File: config.mk
export PLATFORM = sky130hd
export DESIGN_NAME = regfile_sb_flat
export DESIGN_NICKNAME = d
export VERILOG_FILES = /design/src/rtl/regfile_pkg.sv /design/src/rtl/regfile_sb_if.sv /design/src/rtl/reg_scoreboard.sv /design/src/rtl/regfile_sb.sv /design/src/flat_wrapper.sv
export SDC_FILE = /design/constraint.sdc
export NUM_CORES = 2
export LEC_CHECK = 0
export CELL_PAD_IN_SITES_DETAIL_PLACEMENT = 2
export CELL_PAD_IN_SITES_GLOBAL_PLACEMENT = 2
export CORE_ASPECT_RATIO = 0.8
export CORE_MARGIN = 4
export CORE_UTILIZATION = 42
export CTS_CLUSTER_DIAMETER = 120
export DETAILED_ROUTE_END_ITERATION = 10
export PLACE_DENSITY_LB_ADDON = 0.1
export SLEW_MARGIN = 15
export SYNTH_ARGS = -nofsm -noshare
export SYNTH_HDL_FRONTEND = slang
export SYNTH_SLANG_ARGS = --single-unit
export TNS_END_PERCENT = 30
File: constraint.sdc
create_clock -name clk -period 3 [get_ports clk]
set_input_delay 0.6 -clock clk [delete_from_list [all_inputs] [get_ports clk]]
set_output_delay 0.6 -clock clk [all_outputs]
set_load 0.01 [all_outputs]
File: src/rtl/regfile_pkg.sv
// Shared definitions for the register file slice.
//   REG_ZERO    : index of the hardwired-zero register.
//   NRP_MAX     : largest supported number of read ports.
//   rport_sel_t : packed per-read-port flag vector at maximum port count.
//   aw()        : address width for a given register count.
package regfile_pkg;

  localparam int REG_ZERO = 0;
  localparam int NRP_MAX  = 4;

  typedef logic [NRP_MAX-1:0] rport_sel_t;

  // Guards against a zero-width index when only one register is requested.
  function automatic int aw(input int nreg);
    return (nreg > 1) ? $clog2(nreg) : 1;
  endfunction

endpackage

File: src/rtl/regfile_sb_if.sv
// Decode/writeback bus of the register file.
//   rs_addr/rs_data/rs_busy : combinational read ports
//   iss_valid/iss_rd        : destination claim from decode
//   wb_valid/wb_rd/wb_data  : writeback strobe
//   pend_cnt/drained/err    : scoreboard status
// master = decode/writeback side, slave = register file.
interface regfile_sb_if
  import regfile_pkg::*;
#(
  parameter int XLEN = 64,
  parameter int NREG = 32,
  parameter int NRP  = 2
) ();

  localparam int AW = aw(NREG);

  logic [NRP-1:0][AW-1:0]   rs_addr;
  logic [NRP-1:0][XLEN-1:0] rs_data;
  logic [NRP-1:0]           rs_busy;
  logic                     iss_valid;
  logic [AW-1:0]            iss_rd;
  logic                     wb_valid;
  logic [AW-1:0]            wb_rd;
  logic [XLEN-1:0]          wb_data;
  logic [AW:0]              pend_cnt;
  logic                     drained;
  logic                     err;

  modport master (
    output rs_addr, iss_valid, iss_rd, wb_valid, wb_rd, wb_data,
    input  rs_data, rs_busy, pend_cnt, drained, err
  );

  modport slave (
    input  rs_addr, iss_valid, iss_rd, wb_valid, wb_rd, wb_data,
    output rs_data, rs_busy, pend_cnt, drained, err
  );

endinterface

File: src/rtl/reg_scoreboard.sv
// Pending-write scoreboard: one pending bit per register, a running count
// of pending registers, a sticky error for unclaimed writebacks, and the
// raw pending lookup for each read port.
//   clk, rst      : clock, asynchronous active-low reset
//   iss_valid_i/iss_rd_i : claim
//   wb_valid_i/wb_rd_i   : writeback (clears pending)
//   rs_addr_i     : read-port indices
//   busy_o        : pending bit of each read-port register
//   pend_cnt_o, drained_o, err_o : status
module reg_scoreboard
  import regfile_pkg::*;
#(
  parameter int NREG = 32,
  parameter int NRP  = 2,
  parameter int AW   = 5
) (
  input  logic                   clk,
  input  logic                   rst,
  input  logic                   iss_valid_i,
  input  logic [AW-1:0]          iss_rd_i,
  input  logic                   wb_valid_i,
  input  logic [AW-1:0]          wb_rd_i,
  input  logic [NRP-1:0][AW-1:0] rs_addr_i,
  output logic [NRP-1:0]         busy_o,
  output logic [AW:0]            pend_cnt_o,
  output logic                   drained_o,
  output logic                   err_o
);

  logic [NREG-1:0] pending_q, pending_d;
  logic [AW:0]     cnt_q, cnt_d;
  logic            err_q, err_d;
  logic            claim, wback, inc, dec;

  always_comb begin
    claim     = iss_valid_i && (iss_rd_i != AW'(REG_ZERO));
    wback     = wb_valid_i  && (wb_rd_i  != AW'(REG_ZERO));
    pending_d = pending_q;
    // Clear first, then set: a claim on the same edge supersedes the writeback.
    if (wback) pending_d[wb_rd_i]  = 1'b0;
    if (claim) pending_d[iss_rd_i] = 1'b1;
    inc   = claim && !pending_q[iss_rd_i];
    // A writeback to a register re-claimed on the same edge leaves it pending.
    dec   = wback && pending_q[wb_rd_i] && !(claim && (iss_rd_i == wb_rd_i));
    cnt_d = cnt_q + {{AW{1'b0}}, inc} - {{AW{1'b0}}, dec};
    err_d = err_q | (wback && !pending_q[wb_rd_i]);
  end

  always_ff @(posedge clk or negedge rst) begin
    if (!rst) begin
      pending_q <= '0;
      cnt_q     <= '0;
      err_q     <= 1'b0;
    end else begin
      pending_q <= pending_d;
      cnt_q     <= cnt_d;
      err_q     <= err_d;
    end
  end

  always_comb begin
    for (int p = 0; p < NRP; p++) begin
      busy_o[p] = pending_q[rs_addr_i[p]];
    end
  end

  assign pend_cnt_o = cnt_q;
  assign drained_o  = (cnt_q == '0);
  assign err_o      = err_q;

endmodule

File: src/rtl/regfile_sb.sv
// Integer register file with hardwired-zero x0, optional same-cycle
// writeback forwarding and an integrated pending-write scoreboard.
//   clk  : rising-edge clock
//   rst  : asynchronous active-low reset
//   bus  : regfile_sb_if.slave (read ports, claim, writeback, status)
module regfile_sb
  import regfile_pkg::*;
#(
  parameter int XLEN   = 64,
  parameter int NREG   = 32,
  parameter int NRP    = 2,
  parameter int BYPASS = 1
) (
  input  logic        clk,
  input  logic        rst,
  regfile_sb_if.slave bus
);

  localparam int AW = aw(NREG);

  logic [XLEN-1:0] regs_q [NREG];
  logic [NRP-1:0]  busy_raw;
  logic            wr_en;

  assign wr_en = bus.wb_valid && (bus.wb_rd != AW'(REG_ZERO));

  always_ff @(posedge clk or negedge rst) begin
    if (!rst) begin
      for (int i = 0; i < NREG; i++) regs_q[i] <= '0;
    end else if (wr_en) begin
      regs_q[bus.wb_rd] <= bus.wb_data;
    end
  end

  reg_scoreboard #(
    .NREG (NREG),
    .NRP  (NRP),
    .AW   (AW)
  ) u_sb (
    .clk         (clk),
    .rst         (rst),
    .iss_valid_i (bus.iss_valid),
    .iss_rd_i    (bus.iss_rd),
    .wb_valid_i  (bus.wb_valid),
    .wb_rd_i     (bus.wb_rd),
    .rs_addr_i   (bus.rs_addr),
    .busy_o      (busy_raw),
    .pend_cnt_o  (bus.pend_cnt),
    .drained_o   (bus.drained),
    .err_o       (bus.err)
  );

  // x0 masking takes priority; forwarding overrides the pending bit because
  // the value being read is the one that resolves it.
  always_comb begin
    for (int p = 0; p < NRP; p++) begin
      bus.rs_data[p] = regs_q[bus.rs_addr[p]];
      bus.rs_busy[p] = busy_raw[p];
      if (bus.rs_addr[p] == AW'(REG_ZERO)) begin
        bus.rs_data[p] = '0;
        bus.rs_busy[p] = 1'b0;
      end else if ((BYPASS != 0) && bus.wb_valid && (bus.wb_rd == bus.rs_addr[p])) begin
        bus.rs_data[p] = bus.wb_data;
        bus.rs_busy[p] = 1'b0;
      end
    end
  end

endmodule

File: src/flat_wrapper.sv
// flat-port wrapper written by rule: the top's interface ports become plain ports
module regfile_sb_flat import regfile_pkg::*;
#(
  parameter int XLEN   = 64,
  parameter int NREG   = 32,
  parameter int NRP    = 2,
  parameter int BYPASS = 1
)
  (clk, rst, bus_rs_addr, bus_iss_valid, bus_iss_rd, bus_wb_valid, bus_wb_rd, bus_wb_data, bus_rs_data, bus_rs_busy, bus_pend_cnt, bus_drained, bus_err);
  regfile_sb_if #(.XLEN(XLEN), .NREG(NREG), .NRP(NRP)) bus_i ();
  input  logic clk;
  input  logic rst;
  input wire logic [$bits(bus_i.rs_addr)-1:0] bus_rs_addr;
  input wire logic [$bits(bus_i.iss_valid)-1:0] bus_iss_valid;
  input wire logic [$bits(bus_i.iss_rd)-1:0] bus_iss_rd;
  input wire logic [$bits(bus_i.wb_valid)-1:0] bus_wb_valid;
  input wire logic [$bits(bus_i.wb_rd)-1:0] bus_wb_rd;
  input wire logic [$bits(bus_i.wb_data)-1:0] bus_wb_data;
  output wire logic [$bits(bus_i.rs_data)-1:0] bus_rs_data;
  output wire logic [$bits(bus_i.rs_busy)-1:0] bus_rs_busy;
  output wire logic [$bits(bus_i.pend_cnt)-1:0] bus_pend_cnt;
  output wire logic [$bits(bus_i.drained)-1:0] bus_drained;
  output wire logic [$bits(bus_i.err)-1:0] bus_err;
  assign bus_i.rs_addr = bus_rs_addr;
  assign bus_i.iss_valid = bus_iss_valid;
  assign bus_i.iss_rd = bus_iss_rd;
  assign bus_i.wb_valid = bus_wb_valid;
  assign bus_i.wb_rd = bus_wb_rd;
  assign bus_i.wb_data = bus_wb_data;
  assign bus_rs_data = bus_i.rs_data;
  assign bus_rs_busy = bus_i.rs_busy;
  assign bus_pend_cnt = bus_i.pend_cnt;
  assign bus_drained = bus_i.drained;
  assign bus_err = bus_i.err;
  regfile_sb #(.XLEN(XLEN), .NREG(NREG), .NRP(NRP), .BYPASS(BYPASS)) u_core (.clk(clk), .rst(rst), .bus(bus_i));
endmodule
# Word level (Yosys, flattened, before mapping)
# Cells that the tools add are included.
word_totals:
  output_inout_bits: 138
  ff_bits: 2087
  in_bits: 88
  elab_cells: 108
classes:
  magnitude_cmp: 10
  addsub: 2
  n_bitwise: 7
  muxes: 31
  n_eq_ne: 3
  reduce_logical: 20
ops:
  columns: ["operator", "n"]
  rows:
  - ["$bwmux W2048", 1]
  - ["$bmux W64 S5", 2]
  - ["$mux W64", 9]
  - ["$demux W64 S5", 1]
  - ["$mux W32", 2]
  - ["$and A32 B32 Y32", 1]
  - ["$not A32 Y32", 1]
  - ["$or A32 B32 Y32", 1]
  - ["$lt A5 B6 Y1 const B", 4]
  - ["$bmux W1 S5", 4]
  - ["$ge A6 B6 Y1 const B", 3]
  - ["$not A5 Y6", 3]
  - ["$eq A5 B5 Y1", 3]
  - ["$logic_and A1 B1 Y1", 12]
  - ["$demux W1 S5", 2]
  - ["$ge A5 B1 Y1 const B", 2]
  - ["$logic_not A5 Y1", 2]
  - ["$mux W1", 10]
  - ["$reduce_bool A5 Y1", 2]
  - ["$add A6 B1 Y6", 1]
  - ["$logic_not A6 Y1", 1]
  - ["$lt A6 B1 Y1 const B", 1]
  - ["$sub A6 B1 Y6", 1]
  - ["$logic_not A1 Y1", 3]
  - ["$or A1 B1 Y1", 1]

# Depth between registers and ports, before layout
depth:
  ltp_word: 9
  depth_mapped: 16
  mapped_depth_nobuf: 15

# Modules after synthesis
# From an unflattened synthesis, not the netlist that was laid out.
hier_totals:
  cells_unflattened: 7592
  hier_area_um2: 112595.5
modules_own_cells:
  columns: ["module", "n_inst", "cells_per_inst", "area_per_inst_um2", "seq_area_each_um2"]
  rows:
  - ["regfile_sb", 1, 7331, 109657.7, 51249.2]
  - ["reg_scoreboard", 1, 261, 2937.8, 975.9]

# Worst setup path before layout
# No wires, ideal clock.
synth_path:
  path_kind: "in2reg"
  from: "input port bus_iss_rd[0]"
  to: "register u_core.u_sb.cnt_q[4] (netlist: u_core.u_sb.pend_cnt_o[4])"
  n_path_buf: 1
  slack_ps: -414
  path_stages: 15
  arrival_time_ps: 3292
  cell_sequence: "buf_2 > mux4_2 > mux4_2 > nor3_1 > a31oi_1 > ha_1 > inv_1 > ha_1 > inv_1 > fa_1 > inv_1 > a21oi_1 > nor2_1 > nor2_1 > xnor2_1"
synth_between:
  elab_chain_cells: 6
  elab_cells_between_ends: 12
synth_lines:
  columns: ["item", "line", "source"]
  rows:
  - ["start, declared", "flat_wrapper.sv:15", "input wire logic [$bits(bus_i.iss_rd)-1:0] bus_iss_rd;"]
  - ["$bmux W1 S5 or $reduce_bool A5 Y1 (tied branches)", "reg_scoreboard.sv:42, reg_scoreboard.sv:36", null]
  - ["$mux W1 (implied by the code) or $logic_and A1 B1 Y1 (tied branches)", "reg_scoreboard.sv:42, reg_scoreboard.sv:36", null]
  - ["$logic_not A1 Y1 or $logic_and A1 B1 Y1 (tied branches)", "reg_scoreboard.sv:42, reg_scoreboard.sv:44", null]
  - ["$logic_and A1 B1 Y1 or $logic_not A1 Y1 (tied branches)", "reg_scoreboard.sv:42, reg_scoreboard.sv:44", null]
  - ["$add A6 B1 Y6 or $logic_and A1 B1 Y1 (tied branches)", "reg_scoreboard.sv:45, reg_scoreboard.sv:44", null]
  - ["$sub A6 B1 Y6 (*)", "reg_scoreboard.sv:45", "cnt_d = cnt_q + {{AW{1'b0}}, inc} - {{AW{1'b0}}, dec};"]
  - ["net u_core.u_sb.cnt_d[4]", "reg_scoreboard.sv:31", "logic [AW:0] cnt_q, cnt_d;"]
  - ["end signal, assigned", "reg_scoreboard.sv:56", "cnt_q <= cnt_d;"]
  - ["end, declared", "reg_scoreboard.sv:31", null]
# The timed path passes the listed nets; every way through them passes the cells marked *. The select of a mux whose other input is x is not followed.
# A chain may end at the register's enable or synchronous reset.

# Worst setup path in the final report
layout_path:
  from: "register u_core.regs_q[1532] in the netlist's numbering"
  to: "output port bus_rs_data[124]"
layout_between:
  elab_chain_cells: 5
layout_lines:
  columns: ["item", "line", "source"]
  rows:
  - ["start, declared", "regfile_sb.sv:21", "logic [XLEN-1:0] regs_q [NREG];"]
  - ["start signal, assigned by index", "regfile_sb.sv:31", "regs_q[bus.wb_rd] <= bus.wb_data;"]
  - ["$bmux W64 S5", "regfile_sb.sv:57", "bus.rs_data[p] = regs_q[bus.rs_addr[p]];"]
  - ["$mux W64 (implied by the code) (2 in series)", "regfile_sb.sv:57", null]
  - ["$mux W64", "regfile_sb.sv:62", "end else if ((BYPASS != 0) && bus.wb_valid && (bus.wb_rd == bus.rs_addr[p])) begin"]
  - ["$mux W64", "regfile_sb.sv:59", "if (bus.rs_addr[p] == AW'(REG_ZERO)) begin"]
  - ["end, declared", "flat_wrapper.sv:19", "output wire logic [$bits(bus_i.rs_data)-1:0] bus_rs_data;"]
# Every way passes these cells. The select of a mux whose other input is x is not followed.

==> results.toml <==
[place]
dp_hpwl_um = 321000
port-buffer-count = 225
post_dp_cell_area_um2 = 129000
routabilityCongestion = 0.878
dp_cells = 11600
place_ws_ps = -1250

[die]
pin_count = 226
core_area_um2 = 263000
die_area_um2 = 274000
fp.dieW_um = 584
die_h_um = 469
start_util = 0.424
fp-row-count = 168

[status]
violations = "negative setup slack"
status = "finished, violations left"

[critical_path]
worstSetupEndpointType = "output pin"
worstSetupStartpointType = "flip-flop"
critPathMaxFanout = 3
crit_start = "u_core.regs_q[1532]$_DFFE_PN0P_"
r2r_start = "u_core.u_sb.pending_q[24]$_DFF_PN0_"
crit_type = "flip-flop to output pin"
cp_data_required_time_ps = 2400
arrival_ps = 2960

[pwr]
p_leak_nw = 62.9
pwr-share-clk = 0.340
powerDensity_nw_per_um2 = 645
p_switching_mw = 27.5
swShare = 0.301
ir_worst_vdd_mv = 0.487
p_int_mw = 64.0
pwr-share-seq = 0.420
comb_power_share = 0.240

[drt]
drt_iter0_drc = 8487
drc = 0
first_pass_iters = 5
wl_um = 503000
viasPerCell = 6.69
drtAntennaViolNets = 0
wl_per_cell_um = 40.9
num_vias = 82400

[grt]
overflow = 0
grt_pass1_wl_um = 706000
grt_usage = 0.356
grt_pass1_vias = 89600
grt_max_degree = 140
antenna_found_initial = 23

[clocking]
cts_root_buffer = "clkbuf_16"
path_clk_slew_ps = 70
h-tree-depth = 4
clock_sinks = 2087
cts_tree = "done"
worstSkewPairLatency_ps = 910
clk_path_buf_depth = 4
cts_made_buffers = 231

[timing]
setup_violations = 132
slew_viol_final = 0
rsz0062_at_grt = "true"
maxSlewHeadroom = 0.310
max_freq_mhz = 281
final_hold_viol_count = 0
whs_ps = 200
layout_min_cycle_time_ps = 3560
finalSetupTns_ps = -43680
tightest_slew_ps = 1040
fin_crit_sh = 1.19
finalClockSkew_ps = 24.5
setup_slack_ps = -564

[layout]
design_area_um2 = 142000
layout.cells.non_filler = 12300
final_common_cell = "dfrtp_1"
syn2layout_area_growth_pct = 27.2
drive_above_1_share = 0.552
final_nets = 8734
final_cell_mix = "dfrtp_1 (2,086), mux2_2 (1,552), buf_4 (944)"

[yosys]
synthArstFlopShare = 1.00
synth-seq-cells = 2087
synth_edf_count = 0
synth.avg_cell_area_um2 = 14.7
syn_area_um2 = 112000
yosysWarnings = 0
syn_nets = 7697
ys.flop_type = "dfrtp_1"
synth_seq_area_share = 0.468
synth_cell_types = 59
synthCells = 7600

[job]
drv_cap = 0

[worst_hold_path]
hp-class = "primary input to asynchronous set/reset pin"
## layer usage
layer / routed length, um / GRT usage / part of all wire / vias to the layer above
met5: 57 / 0 / 0.00011 / -
met4: 23800 / 0.139 / 0.047 / 8
met3: 37700 / 0.0704 / 0.075 / 1056
met2: 232000 / 0.559 / 0.46 / 3782
met1: 210000 / 0.489 / 0.42 / 46000
li1: - / - / - / 31600
## power groups by stage
stage	Sequential, mW	Combinational [mW]	Clock (mW)
2_1_floorplan	36.5	12.8	0
3_3_place_gp	37.7	19.0	0
3_5_place_dp	38.4	19.8	0
4_1_cts	37.9	21.0	31.4
5_1_grt	38.9	23.2	32.9
6_report	38.4	22.0	31.2
## final cells by class
cell class	count	area, um^2
Multi-Input combinational cell	4607	58000
Clock buffer	340	6930
Fill cell	23000	121000
Antenna cell	12	30.0
Clock inverter	78	1140
Timing Repair Buffer	1695	19200
Inverter	15	57.6
Tap cell	3485	4360
Sequential cell	2087	52200
## path summary, 6_finish.rpt
check | end | slack (ps) | depth (start not counted)
setup / recovery | bus_rs_data[124] | -560 | 5
hold / removal | u_core.regs_q[1091]$_DFFE_PN0P_ | 200 | 2
setup reg to reg | u_core.u_sb.pend_cnt_o[4]$_DFF_PN0_ | -170 | 14
hold reg to reg | u_core.regs_q[2031]$_DFFE_PN0P_ | 400 | 0
max in group asynchronous | u_core.regs_q[85]$_DFFE_PN0P_ | 1520 | 5
min in group clk | u_core.regs_q[2031]$_DFFE_PN0P_ | 400 | 0
## cells in the mapped netlist, types with 7 or more instances
cell,instances,area (um^2)
inv_1,14,52.6
mux2_1,438,4930
nor2b_1,8,50.1
buf_1,40,150
nor3_1,95,475
xnor2_1,15,131
nand2_1,118,443
o41ai_2,45,732
nand3_1,83,415
a21oi_1,86,430
nand2b_1,7,43.8
buf_4,56,420
o221ai_1,12,105
mux2_2,1552,17500
a22oi_1,175,1310
o21ai_0,33,165
a22o_1,89,780
a211oi_1,68,510
nor2_1,61,229
buf_2,306,1530
nor2_2,13,81.3
o22ai_1,255,1600
mux2i_1,503,5030
mux4_2,878,19800
ha_1,8,100
clkbuf_1,486,1820
dfrtp_1,2087,52200
## state kept, by name (all words and copies together) (netlist names)
signal / cells
u_core.u_sb.pending_q: 32
u_core.u_sb.err_o: 1
u_core.u_sb.pend_cnt_o: 6
u_core.regs_q: 2048
## stage by stage
step | total power, mW | util
final | 91.6 | 0.540
after detailed placement | 58.2 | 0.489
after floorplan | 49.2 | -
after global placement | 56.7 | 0.489
after CTS | 90.4 | 0.532
after global routing | 94.9 | 0.539
## worst max-delay path: stages, from the launching register on
cell,delay [ps]
dfrtp_1,440
mux4_2,290
mux4_2,300
nor2_4,50
o41ai_4,690
buf_2,260
## kinds of logic after synthesis
| group | synth area share |
|---|---|
| muxes | 0.423 |
| DFF | 0.468 |
| buffers and inverters | 0.0360 |
| AOI/OAI and AO/OA | 0.0521 |
| and+or+nand+nor | 0.0183 |
| xor gates and xnor gates | 0.00149 |
| adders and majority gates | 0.00108 |
## timing repair
action	in CTS	in global routing
hold buffers	1	0
resized for setup	831	275
gates cloned	17	5
endpoints found under the setup margin	134	136
buffers inserted	174	82
pin swaps	133	107
hold endpoints to repair	204	0
Note: power is estimated with default switching activity, not from simulation.
